**config.mk**
```make
export PLATFORM = sky130hd
export DESIGN_NAME = wb_arbiter
export DESIGN_NICKNAME = d
export VERILOG_FILES = /design/src/rtl/wb_pkg.sv /design/src/rtl/wb_fifo.sv /design/src/rtl/wb_arbiter.sv
export SDC_FILE = /design/constraint.sdc
export NUM_CORES = 1
export LEC_CHECK = 0
export ABC_AREA = 1
export CAP_MARGIN = 10
export CORE_ASPECT_RATIO = 1.1
export CORE_MARGIN = 10
export CORE_UTILIZATION = 33
export CTS_CLUSTER_DIAMETER = 100
export CTS_CLUSTER_SIZE = 40
export DETAILED_ROUTE_END_ITERATION = 10
export GPL_ROUTABILITY_DRIVEN = 0
export PLACE_DENSITY = 0.58
export SLEW_MARGIN = 0
export SYNTH_ARGS = -nofsm -noshare
export SYNTH_HDL_FRONTEND = slang
export SYNTH_SLANG_ARGS = --single-unit
```
**constraint.sdc**
```tcl
create_clock -name clk_i -period 3.85 [get_ports clk_i]
set_clock_uncertainty 0.15 [all_clocks]
set_input_delay 0.385 -clock clk_i [delete_from_list [all_inputs] [get_ports clk_i]]
set_output_delay 0.385 -clock clk_i [all_outputs]
set_load 0.01 [all_outputs]
```
**src/rtl/wb_pkg.sv**
```systemverilog
// Shared types and constants for the integer writeback arbiter.
package wb_pkg;

    localparam int unsigned XLEN = 32;

    localparam logic [4:0] REG_ZERO = 5'd0;

    typedef struct packed {
        logic [4:0]      rd;
        logic [XLEN-1:0] data;
    } wb_req_t;

endpackage

```
**src/rtl/wb_fifo.sv**
```systemverilog
// Small result FIFO for LSU writebacks, with a destination-register match port
// so younger ALU writes to a pending register can be held back.
module wb_fifo
    import wb_pkg::*;
#(
    parameter int unsigned DEPTH = 2
) (
    input  logic                       i_clk,
    input  logic                       i_rst,
    input  logic                       i_push,
    input  wb_req_t                    i_push_req,
    input  logic                       i_pop,
    input  logic [4:0]                 i_cmp_rd,
    output wb_req_t                    o_head_c,
    output logic                       o_full_c,
    output logic                       o_empty_c,
    output logic [$clog2(DEPTH+1)-1:0] o_count,
    output logic                       o_match_c
);

    localparam int unsigned AW = (DEPTH > 1) ? $clog2(DEPTH) : 1;
    localparam int unsigned CW = $clog2(DEPTH + 1);

    wb_req_t         r_mem [DEPTH];
    logic [DEPTH-1:0] r_vld;
    logic [AW-1:0]   r_wptr;
    logic [AW-1:0]   r_rptr;
    logic [CW-1:0]   r_count;
    logic            w_push;
    logic            w_pop;

    assign o_full_c  = (r_count == CW'(DEPTH));
    assign o_empty_c = (r_count == '0);
    assign o_count   = r_count;
    assign o_head_c  = r_mem[r_rptr];
    assign w_push    = i_push && !o_full_c;
    assign w_pop     = i_pop && !o_empty_c;

    // Payload storage; entries are qualified by r_vld so no reset is needed.
    always_ff @(posedge i_clk) begin
        if (w_push) begin
            r_mem[r_wptr] <= i_push_req;
        end
    end

    // Pointers, per-entry valid bits and occupancy.
    always_ff @(posedge i_clk) begin
        if (i_rst) begin
            r_vld   <= '0;
            r_wptr  <= '0;
            r_rptr  <= '0;
            r_count <= '0;
        end else begin
            if (w_pop) begin
                r_vld[r_rptr] <= 1'b0;
                r_rptr        <= r_rptr + AW'(1);
            end
            if (w_push) begin
                r_vld[r_wptr] <= 1'b1;
                r_wptr        <= r_wptr + AW'(1);
            end
            case ({w_push, w_pop})
                2'b10:   r_count <= r_count + CW'(1);
                2'b01:   r_count <= r_count - CW'(1);
                default: r_count <= r_count;
            endcase
        end
    end

    // Any buffered entry targeting the compared (nonzero) register.
    always_comb begin
        o_match_c = 1'b0;
        for (int i = 0; i < DEPTH; i++) begin
            if (r_vld[i] && (r_mem[i].rd == i_cmp_rd) && (i_cmp_rd != REG_ZERO)) begin
                o_match_c = 1'b1;
            end
        end
    end

endmodule

```
**src/rtl/wb_arbiter.sv**
```systemverilog
// Writeback arbiter: merges the single-cycle ALU result and buffered LSU
// results onto the register-file write port, one registered write per cycle.
module wb_arbiter #(
    parameter int unsigned XLEN         = wb_pkg::XLEN,
    parameter int unsigned DEPTH        = 2,
    parameter int unsigned STARVE_LIMIT = 4
) (
    input  logic                       clk_i,
    input  logic                       wbrst_i,
    input  logic                       alu_valid_i,
    input  logic [4:0]                 alu_rd_i,
    input  logic [XLEN-1:0]            alu_data_i,
    output logic                       alu_ready_o,
    input  logic                       lsu_valid_i,
    input  logic [4:0]                 lsu_rd_i,
    input  logic [XLEN-1:0]            lsu_data_i,
    output logic                       lsu_ready_o,
    output logic [4:0]                 RD_o,
    output logic [XLEN-1:0]            WR_o,
    output logic                       RWR_EN_o,
    output logic [$clog2(DEPTH+1)-1:0] fifo_count_o,
    output logic                       busy_o
);

    import wb_pkg::*;

    localparam int unsigned CW = $clog2(DEPTH + 1);
    localparam int unsigned WW = $clog2(STARVE_LIMIT + 1);

    logic [WW-1:0]   r_wait_cnt;
    logic [4:0]      r_rd;
    logic [XLEN-1:0] r_wr;
    logic            r_rwr_en;

    wb_req_t         w_push_req;
    wb_req_t         w_head;
    logic            w_full;
    logic            w_empty;
    logic [CW-1:0]   w_count;
    logic            w_match;
    logic            w_hazard;
    logic            w_starve;
    logic            w_grant_alu;
    logic            w_grant_lsu;
    logic            w_push;

    wb_fifo #(
        .DEPTH (DEPTH)
    ) u_fifo (
        .i_clk      (clk_i),
        .i_rst      (wbrst_i),
        .i_push     (w_push),
        .i_push_req (w_push_req),
        .i_pop      (w_grant_lsu),
        .i_cmp_rd   (alu_rd_i),
        .o_head_c   (w_head),
        .o_full_c   (w_full),
        .o_empty_c  (w_empty),
        .o_count    (w_count),
        .o_match_c  (w_match)
    );

    // Arbitration: ALU wins unless the LSU head has starved or the ALU would
    // overtake a buffered write to the same register.
    always_comb begin
        w_push_req.rd   = lsu_rd_i;
        w_push_req.data = lsu_data_i;
        w_hazard        = alu_valid_i && w_match;
        w_starve        = !w_empty && (r_wait_cnt >= WW'(STARVE_LIMIT));
        alu_ready_o     = !w_starve && !w_hazard;
        w_grant_alu     = alu_valid_i && alu_ready_o;
        w_grant_lsu     = !w_empty && !w_grant_alu;
        lsu_ready_o     = !w_full;
        w_push          = lsu_valid_i && lsu_ready_o;
    end

    // Write-port registers and the LSU starvation counter.
    always_ff @(posedge clk_i) begin
        if (wbrst_i) begin
            r_rd       <= '0;
            r_wr       <= '0;
            r_rwr_en   <= 1'b0;
            r_wait_cnt <= '0;
        end else begin
            if (w_grant_alu) begin
                r_rd     <= alu_rd_i;
                r_wr     <= alu_data_i;
                r_rwr_en <= (alu_rd_i != REG_ZERO);
            end else if (w_grant_lsu) begin
                r_rd     <= w_head.rd;
                r_wr     <= w_head.data;
                r_rwr_en <= (w_head.rd != REG_ZERO);
            end else begin
                r_rwr_en <= 1'b0;
            end

            if (w_empty || w_grant_lsu) begin
                r_wait_cnt <= '0;
            end else if (r_wait_cnt < WW'(STARVE_LIMIT)) begin
                r_wait_cnt <= r_wait_cnt + WW'(1);
            end
        end
    end

    assign RD_o         = r_rd;
    assign WR_o         = r_wr;
    assign RWR_EN_o     = r_rwr_en;
    assign fifo_count_o = w_count;
    assign busy_o       = !w_empty || r_rwr_en;

endmodule
```
==> run summary <==
dpl hpwl: 9450 um
pin count of the biggest net entering global routing: 43
die width: 139 um
PwrDens: 576 nW/um^2
post-route ant nets: 0
clk slew on worst S/H paths: 0.05 ns
Seq/Total Area, Yosys: 61.5%
Syn Inst Count: 597
hold_buf cts: 0
first-pass GRT wire length: 21900 um
Min-Delay Path Class: reg -> reg
Final Power: 4060 uW
Synth Cell Area: 5180 um^2
DRC Markers: 0
buffers added on ports: 120
Total GRT Usage: 13.2%
slew of the pin with the lowest slew margin: 1.06 ns
clock root cell: clkbuf_16
peak supply drop: 257 uV
Final Slew Violations: 0
commonest cells in the netlist: nand2_1 (250), nor2_1 (81), edfxtp_1 (74)
share of Yosys cell area claimed by the top area cell type: 42.9%
Crit Path Class: in -> out
Pre-Repair DR Iteration Count: 5
Startpoint Class: primary input
Multi-input gate area: 1710 um^2
top layer in use: met4
Yosys cell types: 24
asr flop ratio synth: 0%
vias per cell: 4.57
Bufs on Longest Clock Path: 2
final setup fails: 0
Syn Area/Cell: 8.67 um^2
vias: 4219
clock sinks: 122
clk_lat worst skew: 0.42 ns
Yosys warnings: 0
post-CTS sizing: 0
met2 WL: 7110 um
Core Area: 15200 um^2
initial antenna violation count: 0
most frequent cell after synthesis: nand2_1
CTS H-Tree Depth: 4
Rows: 47
#FFs+latches synth: 122
vias in the first global route: 4228
Top FF cell, synth: edfxtp_1
Fin. Hold Viols: 0
CP endpoint kind: output port
area delta synth->final: 36.0%
P_leak: 0.00299 uW
RSZ-0062 raised after global routing: false
min cycle time layout: 2.74 ns
Initial DRC Count: 340
Overflow after GRT: 0
CP arrival: 2.20 ns
Slew HR: 29.4%
TNS Setup: 0 ns
Antenna diodes: 0
DR WL/cell: 15.1 um
final wirelength: 13900 um
Boundary Pins: 121
syn nets: 677
wl on met1: 5650 um
layout cells sized above 1: 6.46%
Final Cycle Share: 71.1%
Post-CTS Repair Setup Buffers: 0
r2r setup slk: 1.31 ns
Sequential Area: 3180 um^2
status: completed
top post-synthesis cells by area: edfxtp_1 (43%), dfxtp_1 (19%), nand2_1 (18%)
CTS tree: built
Max Cap Viol: 0
critical path fanouts, max: 5
met3 WL: 824 um
Starting Density: 34.0%
die area: 21100 um^2
fillcell total: 1463
Required @ worst endpoint: 3.31 ns
# nets final: 794
Post-synth EDFFs: 74
Chip Height: 151 um
f_max: 366 MHz
area leader, netlist: edfxtp_1
total CTS buffers: 17
-- registers in the layout (all words and copies together) (netlist names), named ones only --
signal and cells:
RD_o 5, RWR_EN_o 1, WR_o 32, r_wait_cnt 3
u_fifo.o_count 2, u_fifo.r_mem 74, u_fifo.r_rptr 1, u_fifo.r_vld 2
u_fifo.r_wptr 1
-- cell families (layout without fill, tap and decap cells) --
group,after synthesis,after routing,share of synthesized area (%)
adder cells (fa/ha/maj),2,2,0.483
flip-flops,122,122,61.5
buffers and inverters,63,193,5.82
AO/OA/AOI/OAI,49,49,4.78
XOR/XNOR,1,1,0.169
AND/OR/NAND/NOR,360,360,27.3
-- metrics by stage --
step | setup WS (ns) | util, % | instance area (um^2) | hold slack [ns] | cells
6_report | 1.11 | 46.2 | 7040 | 0.334 | 923
5_1_grt | 0.983 | 46.2 | 7040 | 0.356 | 923
4_1_cts | 1.12 | 46.2 | 7040 | 0.333 | 923
3_5_place_dp | 0.927 | 42.8 | 6520 | 0.327 | 891
3_3_place_gp | 1.01 | 42.8 | 6520 | 0.305 | 891
2_1_floorplan | 0.879 | - | 5180 | 0.289 | 597
-- report_power, final --
part,internal [uW],total (uW),switching (uW)
Combinational,414,976,562
Clock,869,1400,532
Sequential,1590,1680,84.4
Total,2880,4060,1180
-- area by class of cell --
type	instances	area share [%]
sequential	122	45.2
multi-input combinational	412	24.3
timing repair buffer	127	17.8
clock buffer	29	7.11
tap	196	3.48
inverter	34	1.81
clock inverter	3	0.213
-- layout by cell type (no fill, tap or decap), types with 3 or more instances in the layout --
cell / instances
nand2_1: 250
clkdlybuf4s50_1: 120
nor2_1: 79
edfxtp_1: 74
dfxtp_1: 47
o21ai_0: 37
inv_1: 27
nand3_1: 19
clkbuf_16: 17
a21oi_1: 9
clkbuf_1: 9
inv_2: 7
buf_4: 7
nor2_4: 4
clkinv_2: 3
clkbuf_8: 3
-- worst max-delay path: stages --
cell and delay [ns]:
clkdlybuf4s50_1 0.59, inv_2 0.06, nand2_1 0.06, nand2_1 0.05
nor2_1 0.12, nand3_1 0.09, nand2_1 0.09, nand2_2 0.06
nand2_1 0.12, inv_1 0.07, clkdlybuf4s50_1 0.50
-- per-layer routing --
metal | vias up | GRT usage [%]
met5 | - | 0
met4 | 0 | 6.89
met2 | 113 | 23.0
met1 | 1944 | 14.0
met3 | 25 | 4.42
li1 | 2137 | -
-- final timing paths --
kind	depth (start not counted)	startpoint	to
worst max-delay path	11	alu_rd_i[0]	alu_ready_o
worst min-delay path	2	u_fifo.r_vld[1]$_SDFF_PP0_	u_fifo.r_vld[1]$_SDFF_PP0_
worst max register to register	10	u_fifo.o_count[1]$_SDFFE_PP0P_	u_fifo.o_count[1]$_SDFFE_PP0P_
worst min register to register	2	u_fifo.r_vld[1]$_SDFF_PP0_	u_fifo.r_vld[1]$_SDFF_PP0_
No activity file was read; power rests on OpenSTA's default activity.
